## src/rtl/reg_bank_param_if.sv

```systemverilog
// Bus bundle for reg_bank_param: read/write ports, link port, clear handshake, status.
interface reg_bank_param_if #(
  parameter int DATA_W = 32,
  parameter int ADDR_W = 5
);
  logic              clr_req;
  logic              clr_busy;
  logic [ADDR_W-1:0] rr1;
  logic [ADDR_W-1:0] rr2;
  logic              mem;
  logic              we;
  logic [ADDR_W-1:0] wr;
  logic [DATA_W-1:0] wdata;
  logic              link_we;
  logic [DATA_W-1:0] link_data;
  logic [DATA_W-1:0] rd1;
  logic [DATA_W-1:0] rd2;
  logic [DATA_W-1:0] ra;
  logic [DATA_W-1:0] store_data;
  logic              sorted;

  modport master (
    output clr_req, rr1, rr2, mem, we, wr, wdata, link_we, link_data,
    input  clr_busy, rd1, rd2, ra, store_data, sorted
  );

  modport slave (
    input  clr_req, rr1, rr2, mem, we, wr, wdata, link_we, link_data,
    output clr_busy, rd1, rd2, ra, store_data, sorted
  );
endinterface

```

## src/rtl/reg_bank_param.sv

```systemverilog
// KGPRISC general-purpose register file: two read ports, main and link write ports,
// r0 hard-wired to zero, optional write-to-read bypass, sequenced clear engine and a
// registered strictly-increasing flag over a register window.
module reg_bank_param #(
  parameter int DATA_W    = 32,
  parameter int ADDR_W    = 5,
  parameter int LINK_REG  = 31,
  parameter int CHK_FIRST = 1,
  parameter int CHK_COUNT = 4,
  parameter int BYPASS    = 1
) (
  input logic             clk,
  input logic             rst_n,
  reg_bank_param_if.slave bus
);

  localparam int                 NREGS  = 2**ADDR_W;
  localparam int unsigned        NCMP   = CHK_COUNT - 1;
  localparam logic [ADDR_W-1:0]  LINK_A = ADDR_W'(LINK_REG);
  localparam logic [ADDR_W-1:0]  LAST_A = '1;

  typedef enum logic {IDLE, CLEAR} state_t;

  state_t            state;
  logic [ADDR_W-1:0] idx;
  logic [DATA_W-1:0] regs [NREGS];
  logic              clr_busy_q;
  logic              sorted_q;
  logic              sorted_nxt;
  logic              wr_act;
  logic              link_act;

  // A write is only real when it will commit: not in reset, not during clear, not to r0.
  // The same qualifiers gate the bypass so reads never show data that is being dropped.
  assign wr_act   = bus.we & ~clr_busy_q & rst_n & (bus.wr != '0);
  assign link_act = bus.link_we & ~clr_busy_q & rst_n & (LINK_A != '0);

  function automatic logic [DATA_W-1:0] rd_port(input logic [ADDR_W-1:0] a);
    logic [DATA_W-1:0] v;
    if (a == '0)
      v = '0;
    else if ((BYPASS != 0) && link_act && (a == LINK_A))
      v = bus.link_data;
    else if ((BYPASS != 0) && wr_act && (a == bus.wr))
      v = bus.wdata;
    else
      v = regs[a];
    return v;
  endfunction

  assign bus.rd1        = rd_port(bus.mem ? bus.rr2 : bus.rr1);
  assign bus.rd2        = rd_port(bus.rr2);
  assign bus.store_data = rd_port(bus.rr1);
  assign bus.ra         = rd_port(LINK_A);
  assign bus.clr_busy   = clr_busy_q;
  assign bus.sorted     = sorted_q;

  // Window check on stored contents: every neighbour pair strictly increasing (unsigned).
  always_comb begin
    sorted_nxt = 1'b1;
    for (int unsigned i = 0; i < NCMP; i++) begin
      if (!(regs[ADDR_W'(CHK_FIRST + i)] < regs[ADDR_W'(CHK_FIRST + i + 1)]))
        sorted_nxt = 1'b0;
    end
  end

  // Register storage, clear sequencer and sorted flag.
  always_ff @(posedge clk or negedge rst_n) begin
    if (!rst_n) begin
      regs       <= '{default: '0};
      state      <= IDLE;
      idx        <= '0;
      clr_busy_q <= 1'b0;
      sorted_q   <= 1'b0;
    end else begin
      sorted_q <= sorted_nxt & ~clr_busy_q;
      case (state)
        IDLE: begin
          if (wr_act)   regs[bus.wr] <= bus.wdata;
          // Later assignment gives the link port priority on a LINK_REG collision.
          if (link_act) regs[LINK_A] <= bus.link_data;
          if (bus.clr_req) begin
            state      <= CLEAR;
            idx        <= '0;
            clr_busy_q <= 1'b1;
          end
        end
        CLEAR: begin
          regs[idx] <= '0;
          if (idx == LAST_A) begin
            state      <= IDLE;
            clr_busy_q <= 1'b0;
          end else begin
            idx <= idx + 1'b1;
          end
        end
        default: state <= IDLE;
      endcase
    end
  end

endmodule

```

## src/flat_wrapper.sv

```systemverilog
// flat-port wrapper written by rule: the top's interface ports become plain ports
module reg_bank_param_flat 
#(
  parameter int DATA_W    = 32,
  parameter int ADDR_W    = 5,
  parameter int LINK_REG  = 31,
  parameter int CHK_FIRST = 1,
  parameter int CHK_COUNT = 4,
  parameter int BYPASS    = 1
)
  (clk, rst_n, bus_clr_req, bus_rr1, bus_rr2, bus_mem, bus_we, bus_wr, bus_wdata, bus_link_we, bus_link_data, bus_clr_busy, bus_rd1, bus_rd2, bus_ra, bus_store_data, bus_sorted);
  reg_bank_param_if #(.DATA_W(DATA_W), .ADDR_W(ADDR_W)) bus_i ();
  input logic clk;
  input logic rst_n;
  input wire logic [$bits(bus_i.clr_req)-1:0] bus_clr_req;
  input wire logic [$bits(bus_i.rr1)-1:0] bus_rr1;
  input wire logic [$bits(bus_i.rr2)-1:0] bus_rr2;
  input wire logic [$bits(bus_i.mem)-1:0] bus_mem;
  input wire logic [$bits(bus_i.we)-1:0] bus_we;
  input wire logic [$bits(bus_i.wr)-1:0] bus_wr;
  input wire logic [$bits(bus_i.wdata)-1:0] bus_wdata;
  input wire logic [$bits(bus_i.link_we)-1:0] bus_link_we;
  input wire logic [$bits(bus_i.link_data)-1:0] bus_link_data;
  output wire logic [$bits(bus_i.clr_busy)-1:0] bus_clr_busy;
  output wire logic [$bits(bus_i.rd1)-1:0] bus_rd1;
  output wire logic [$bits(bus_i.rd2)-1:0] bus_rd2;
  output wire logic [$bits(bus_i.ra)-1:0] bus_ra;
  output wire logic [$bits(bus_i.store_data)-1:0] bus_store_data;
  output wire logic [$bits(bus_i.sorted)-1:0] bus_sorted;
  assign bus_i.clr_req = bus_clr_req;
  assign bus_i.rr1 = bus_rr1;
  assign bus_i.rr2 = bus_rr2;
  assign bus_i.mem = bus_mem;
  assign bus_i.we = bus_we;
  assign bus_i.wr = bus_wr;
  assign bus_i.wdata = bus_wdata;
  assign bus_i.link_we = bus_link_we;
  assign bus_i.link_data = bus_link_data;
  assign bus_clr_busy = bus_i.clr_busy;
  assign bus_rd1 = bus_i.rd1;
  assign bus_rd2 = bus_i.rd2;
  assign bus_ra = bus_i.ra;
  assign bus_store_data = bus_i.store_data;
  assign bus_sorted = bus_i.sorted;
  reg_bank_param #(.DATA_W(DATA_W), .ADDR_W(ADDR_W), .LINK_REG(LINK_REG), .CHK_FIRST(CHK_FIRST), .CHK_COUNT(CHK_COUNT), .BYPASS(BYPASS)) u_core (.clk(clk), .rst_n(rst_n), .bus(bus_i));
endmodule
```

## config.mk

```make
export PLATFORM = sky130hd
export DESIGN_NAME = reg_bank_param_flat
export DESIGN_NICKNAME = d
export VERILOG_FILES = /design/src/rtl/reg_bank_param_if.sv /design/src/rtl/reg_bank_param.sv /design/src/flat_wrapper.sv
export SDC_FILE = /design/constraint.sdc
export NUM_CORES = 2
export LEC_CHECK = 0
export ABC_AREA = 1
export BUFFER_PORTS_ARGS = -buffer_cell sky130_fd_sc_hd__buf_2
export CELL_PAD_IN_SITES_DETAIL_PLACEMENT = 2
export CELL_PAD_IN_SITES_GLOBAL_PLACEMENT = 2
export CORE_MARGIN = 2
export CORE_UTILIZATION = 30
export DETAILED_ROUTE_END_ITERATION = 10
export HOLD_SLACK_MARGIN = 0.12
export PLACE_DENSITY_LB_ADDON = 0.1
export SLEW_MARGIN = 30
export SYNTH_ARGS = -nofsm -noshare
export SYNTH_HDL_FRONTEND = slang
export SYNTH_SLANG_ARGS = --single-unit
```

## constraint.sdc

```tcl
create_clock -name clk -period 2 [get_ports clk]
set_clock_uncertainty 0.05 [all_clocks]
set_input_delay 0.1 -clock clk [delete_from_list [all_inputs] [get_ports clk]]
set_output_delay 0.1 -clock clk [all_outputs]
set_load 0.05 [all_outputs]
```

# Word-level counts from Yosys, hierarchy flattened
# Cells that the tools add are included.
[op_classes] n_lt_le_gt_ge=10 n_eq_ne=13 bitwise=15 addsub=1 reduce_logical=15 n_mux=41
[ops] operator="$pmux 1024 s2" count=1
[ops] operator="$and 1024x1024->1024" count=1
[ops] operator="$bwmux 1024" count=1
[ops] operator="$mux 1024" count=1
[ops] operator="$not 1024->1024" count=1
[ops] operator="$mux 32" count=20
[ops] operator="$bmux 32 s5" count=3
[ops] operator="$demux 32 s5" count=2
[ops] operator="$lt 32x32->1" count=3
[ops] operator="$ge 6x6->1 const B" count=5
[ops] operator="$not 5->6" count=5
[ops] operator="$eq 5x5->1 const B" count=4
[ops] operator="$eq 5x5->1" count=3
[ops] operator="$logic_not 5->1" count=3
[ops] operator="$mux 5" count=3
[ops] operator="$lt 6x1->1 const B" count=2
[ops] operator="$pmux 5 s2" count=1
[ops] operator="$logic_and 1x1->1" count=9
[ops] operator="$mux 1" count=7
[ops] operator="$and 1x1->1" count=6
[ops] operator="$ne 2x2->1 const B" count=3
[ops] operator="$add 5x1->5 const B" count=1
[ops] operator="$eq 5x5->1 const A" count=1
[ops] operator="$reduce_bool 5->1" count=1
[ops] operator="5 further kinds" count=8
[word_totals] ff_bits=1032 out_inout_bits=130 in_bits=85

# Longest topological paths before layout
[depth] depth_word=9 mapped_depth=15

# Least setup slack after synthesis
# No wires, ideal clock.
[synth_timing] path_type="reg-to-output" from="reg u_core.clr_busy_q (netlist: u_core.bus.clr_busy)" to="out bus_ra[10]" arrival_time_ns=2.840 slack_ns=-0.990 required_ns=1.850 path_stages_with_launch=11 n_path_buf=3 path_cell_list="dfrtp_1 > inv_1 > and3_1 > nand2_2 > inv_2 > buf_6 > nand2_1 > buf_4 > clkbuf_1 > o21ai_0 > o21ai_0"
[synth_via] elab_chain_len=7 word_cells_on_any_way=9 classes_between="mux (2); bitwise (6); reduce/logical (1)"
[synth_lines] element="start, declared" line="reg_bank_param.sv:27" rtl="logic clr_busy_q;"
[synth_lines] element="start signal, assigned" line="reg_bank_param.sv:73" rtl="clr_busy_q <= 1'b0;"
[synth_lines] element="start signal, assigned" line="reg_bank_param.sv:85" rtl="clr_busy_q <= 1'b1;"
[synth_lines] element="start signal, assigned" line="reg_bank_param.sv:92" rtl="clr_busy_q <= 1'b0;"
[synth_lines] element="$not 1->1 (*)" line="reg_bank_param.sv:35, reg_bank_param.sv:36"
[synth_lines] element="$and 1x1->1 (3 in series)" line="reg_bank_param.sv:35" rtl="assign wr_act = bus.we & ~clr_busy_q & rst_n & (bus.wr != '0);"
[synth_lines] element="$logic_and 1x1->1" line="reg_bank_param.sv:44" rtl="else if ((BYPASS != 0) && wr_act && (a == bus.wr))"
[synth_lines] element="$mux 32" line="reg_bank_param.sv:44"
[synth_lines] element="$mux 32 (*)" line="reg_bank_param.sv:42" rtl="else if ((BYPASS != 0) && link_act && (a == LINK_A))"
[synth_lines] element="end, declared" line="flat_wrapper.sv:27" rtl="output wire logic [$bits(bus_i.ra)-1:0] bus_ra;"
# Every way passes the cells marked *; elsewhere a longest branch is shown, timed or not.

# Worst setup path after layout
[layout_timing] from="reg u_core.regs[75] in the netlist's numbering" to="out bus_store_data[11]"
[layout_via] elab_chain_len=6
[layout_lines] element="start, declared" line="reg_bank_param.sv:26" rtl="logic [DATA_W-1:0] regs [NREGS];"
[layout_lines] element="start signal, assigned by index" line="reg_bank_param.sv:79" rtl="if (wr_act) regs[bus.wr] <= bus.wdata;"
[layout_lines] element="start signal, assigned by index" line="reg_bank_param.sv:81" rtl="if (link_act) regs[LINK_A] <= bus.link_data;"
[layout_lines] element="$bmux 32 s5" line="reg_bank_param.sv:47" rtl="v = regs[a];"
[layout_lines] element="$mux 32 (implied by the code) (2 in series)" line="reg_bank_param.sv:47"
[layout_lines] element="$mux 32" line="reg_bank_param.sv:44"
[layout_lines] element="$mux 32" line="reg_bank_param.sv:42"
[layout_lines] element="$mux 32" line="reg_bank_param.sv:40" rtl="if (a == '0)"
[layout_lines] element="end, declared" line="flat_wrapper.sv:28" rtl="output wire logic [$bits(bus_i.store_data)-1:0] bus_store_data;"
# No other way between the ends. The select of a mux whose other input is x is not followed.

==> flow_summary.ini <==
[setup_path]
cpMostUsedCell = a21oi_1
critPathLaunchType = flip-flop
crit_chain = inv_1, a21oi_1, o21ai_0, a21oi_1, nor3_1, nand2_1, nand3_1, buf_4, a21oi_4, buf_6
required_ns = 1.85
slowest_delay_ns = 0.38
cp_slowest_cell = dfrtp_1
rr_endpoint = u_core.bus.sorted
cp.arrival_ns = 3.08
worstSetupPathType = flip-flop to output pin
critPathTopFamily = compound AO/OA/AOI/OAI gates
worst_r2r_path_depth = 13
endpoint_kind = output pin
path_max_fanout = 3
rrSetupSlack_ns = -0.78
r2r_start = u_core.regs[927]
critical_path_buf_inv_count = 3

[synth]
yosysUniqueCellTypes = 47
yosysWarnings = 0
synth_flop_cell = dfrtp_1
avgSynthCellArea_um2 = 6.72
synth_top_area_share_pct = 36.4
synthCells = 10500
yosysMostFrequentCell = nand2_1
synth-seq-cells = 1032
synth.area.top_cells = dfrtp_1 36%, nand2_1 11%, a21oi_1 10%
synth_common_cells = 2,048 x nand2_1, 1,415 x a21oi_1, 1,391 x o21ai_0, 1,100 x inv_1, 1,085 x nand3_1
netlist_area_um2 = 70900
synth_fp_nets = 10700
synth_edf_count = 0
seq_area_frac_synth_pct = 36.4
post-synth-top-area-cell = dfrtp_1
synthArstFlopShare_pct = 100

[hold_path]
holdCritStartpoint = bus_link_we
whs_path_depth = 6
holdPathEnd = u_core.regs[2]
min_path_type = input pin to flip-flop

[outcome]
outcome = finished, violations left
violations = setup timing

[cts]
cts_sinks = 1032
cts_buffers = 144
clk_pin_slew_ns = 0.06
clk-insertion-delay-late_ns = 0.83
cts_max_level = 4
clockRootBuffer = clkbuf_16
clockBufferDepth = 3
cts_tree = built

[die]
die_y_um = 490
die-area_um2 = 240000
core_area_um2 = 235000
die_w_um = 490
num_rows = 178
ios = 215
initial_utilization_pct = 30.2

[placement]
post-place-ws_ns = -1.44
gp_congestion = 0.983
dpl.hpwl_um = 389000
portBuffers = 214
place_inst = 14800

[drt]
remaining_drc_errors = 0
dr.pass1.iters = 6
initialDrtViolationCount = 12100
wl_um = 575000
drt.antenna.violating_nets = 0
routed_via_density = 6.40
num_vias = 97500
drt-wirelength-per-cell_um = 37.7

[power_and_ir_drop]
p_leak_nw = 46.6
powerDensity_nw_per_um2 = 867
peakVddDrop_uv = 806

[timing]
max_freq_mhz = 309
hold_ws_ns = 0.166
finalSetupTns_ns = -441.55
slew_headroom_pct = 36.7
fin_crit_sh_pct = 162
setup_ws_ns = -1.23
tightest_slew_ns = 0.946
timing.final.crit_period_ns = 3.23
finalHoldViolations = 0
finalSetupViolCount = 1125
rsz0062_at_grt = true
drv_slew = 0

[global_route]
antenna_found_initial = 28
grt_max_degree = 139
grt_first_pass_wirelength_um = 785000
grt_pass1_vias = 101000
track_usage_pct = 45.0
overflow = 0

[final_layout]
multi_input_comb_area_um2 = 40400
fillers = 26700
utilization_pct = 43.6
stdcell_count = 15200
layout.nets = 12100
syn_to_final_growth_pct = 44.7
regArea_um2 = 25800
drive_above_1_share_pct = 25.1

[run]
cap_violations = 0
## where the power goes
| part | total, W | leakage, nW | internal (W) | switching (W) |
|---|---|---|---|---|
| logic | 0.0365 | 30.1 | 0.0130 | 0.0236 |
| registers | 0.0246 | 14.1 | 0.0230 | 0.00159 |
| clock network | 0.0278 | 2.40 | 0.0160 | 0.0118 |
| total | 0.0889 | 46.6 | 0.0520 | 0.0370 |
## per-stage QoR
step | power [W] | cell area (um2)
after global routing | 0.0909 | 103000
final | 0.0889 | 103000
after global placement | 0.0564 | 93000
after floorplan | 0.0383 | 72500
after detailed placement | 0.0575 | 93000
after CTS | 0.0863 | 101000
## timing repair
action | CTS | global route
cloned | 6 | 13
pin swaps | 68 | 134
resized for setup | 443 | 486
hold endpoints to repair | 1062 | 0
setup buffers | 30 | 38
hold buffers | 67 | 0
setup endpoints to repair | 1103 | 1660
## layer usage
metal | wire length (um) | vias up | track usage (%)
met5 | 76 | - | 0
met4 | 46300 | 12 | 29.1
met3 | 62500 | 1812 | 12.3
met2 | 240000 | 6141 | 66.0
met1 | 226000 | 50500 | 57.9
li1 | - | 39000 | -
## layout by cell type, fill, tap and decap left out, types with 99 or more instances in the layout
| cell type | synthesis | routed |
|---|---|---|
| a21oi_4 | 0 | 99 |
| buf_12 | 0 | 409 |
| nand4_1 | 99 | 99 |
| inv_1 | 1100 | 1033 |
| nor2_1 | 171 | 154 |
| nand2_2 | 4 | 103 |
| nand2_1 | 2048 | 1911 |
| buf_6 | 3 | 118 |
| dfrtp_1 | 1032 | 1025 |
| o22ai_1 | 873 | 873 |
| nand3_1 | 1085 | 1003 |
| o21ai_0 | 1391 | 1222 |
| buf_4 | 18 | 1509 |
| a21oi_1 | 1415 | 1277 |
| clkbuf_16 | 0 | 157 |
## worst max-delay path by stage
stage,start,to,slack (ns),depth (start not counted)
6_report,u_core.regs[75],bus_store_data[11],-1.23,10
5_1_grt,u_core.regs[75],bus_store_data[11],-1.20,10
4_1_cts,u_core.bus.clr_busy,bus_rd1[31],-1.10,12
3_5_place_dp,bus_mem,bus_rd1[24],-1.44,18
3_3_place_gp,bus_mem,bus_rd1[24],-1.38,18
2_1_floorplan,u_core.bus.clr_busy,bus_rd2[29],-0.06,10
## registers in the layout (all words and copies together) (netlist names)
name                 cells
u_core.state             1
u_core.idx               5
u_core.regs           1024
u_core.bus.clr_busy      1
u_core.bus.sorted        1
## kinds of logic after synthesis
family,Yosys count,share of synthesized area (%)
adder cells (fa/ha/maj),98,1.73
buffers and inverters,2108,11.9
AO/OA/AOI/OAI,3822,28.9
AND/OR/NAND/NOR,3477,21.0
flip-flops,1032,36.4
XOR/XNOR,8,0.0988
## worst reg2reg max path: cells and delay by family (launching register included)
family	cells	cell delay (ns)
and+or+nand+nor	7	1.09
buffers and inverters	5	0.80
DFF	1	0.40
adders and majority gates	1	0.32
## area by class of cell
cell class                      instances  share of cell area, %
Antenna cell                           23                 0.0561
Tap cell                             3150                   3.84
Clock buffer                          223                   4.27
Sequential cell                      1032                   25.2
Inverter                             1113                   4.15
Clock inverter                         39                  0.471
Multi-Input combinational cell       7405                   39.3
Timing Repair Buffer                 2257                   22.7
Note: power is estimated with default switching activity, not from simulation.
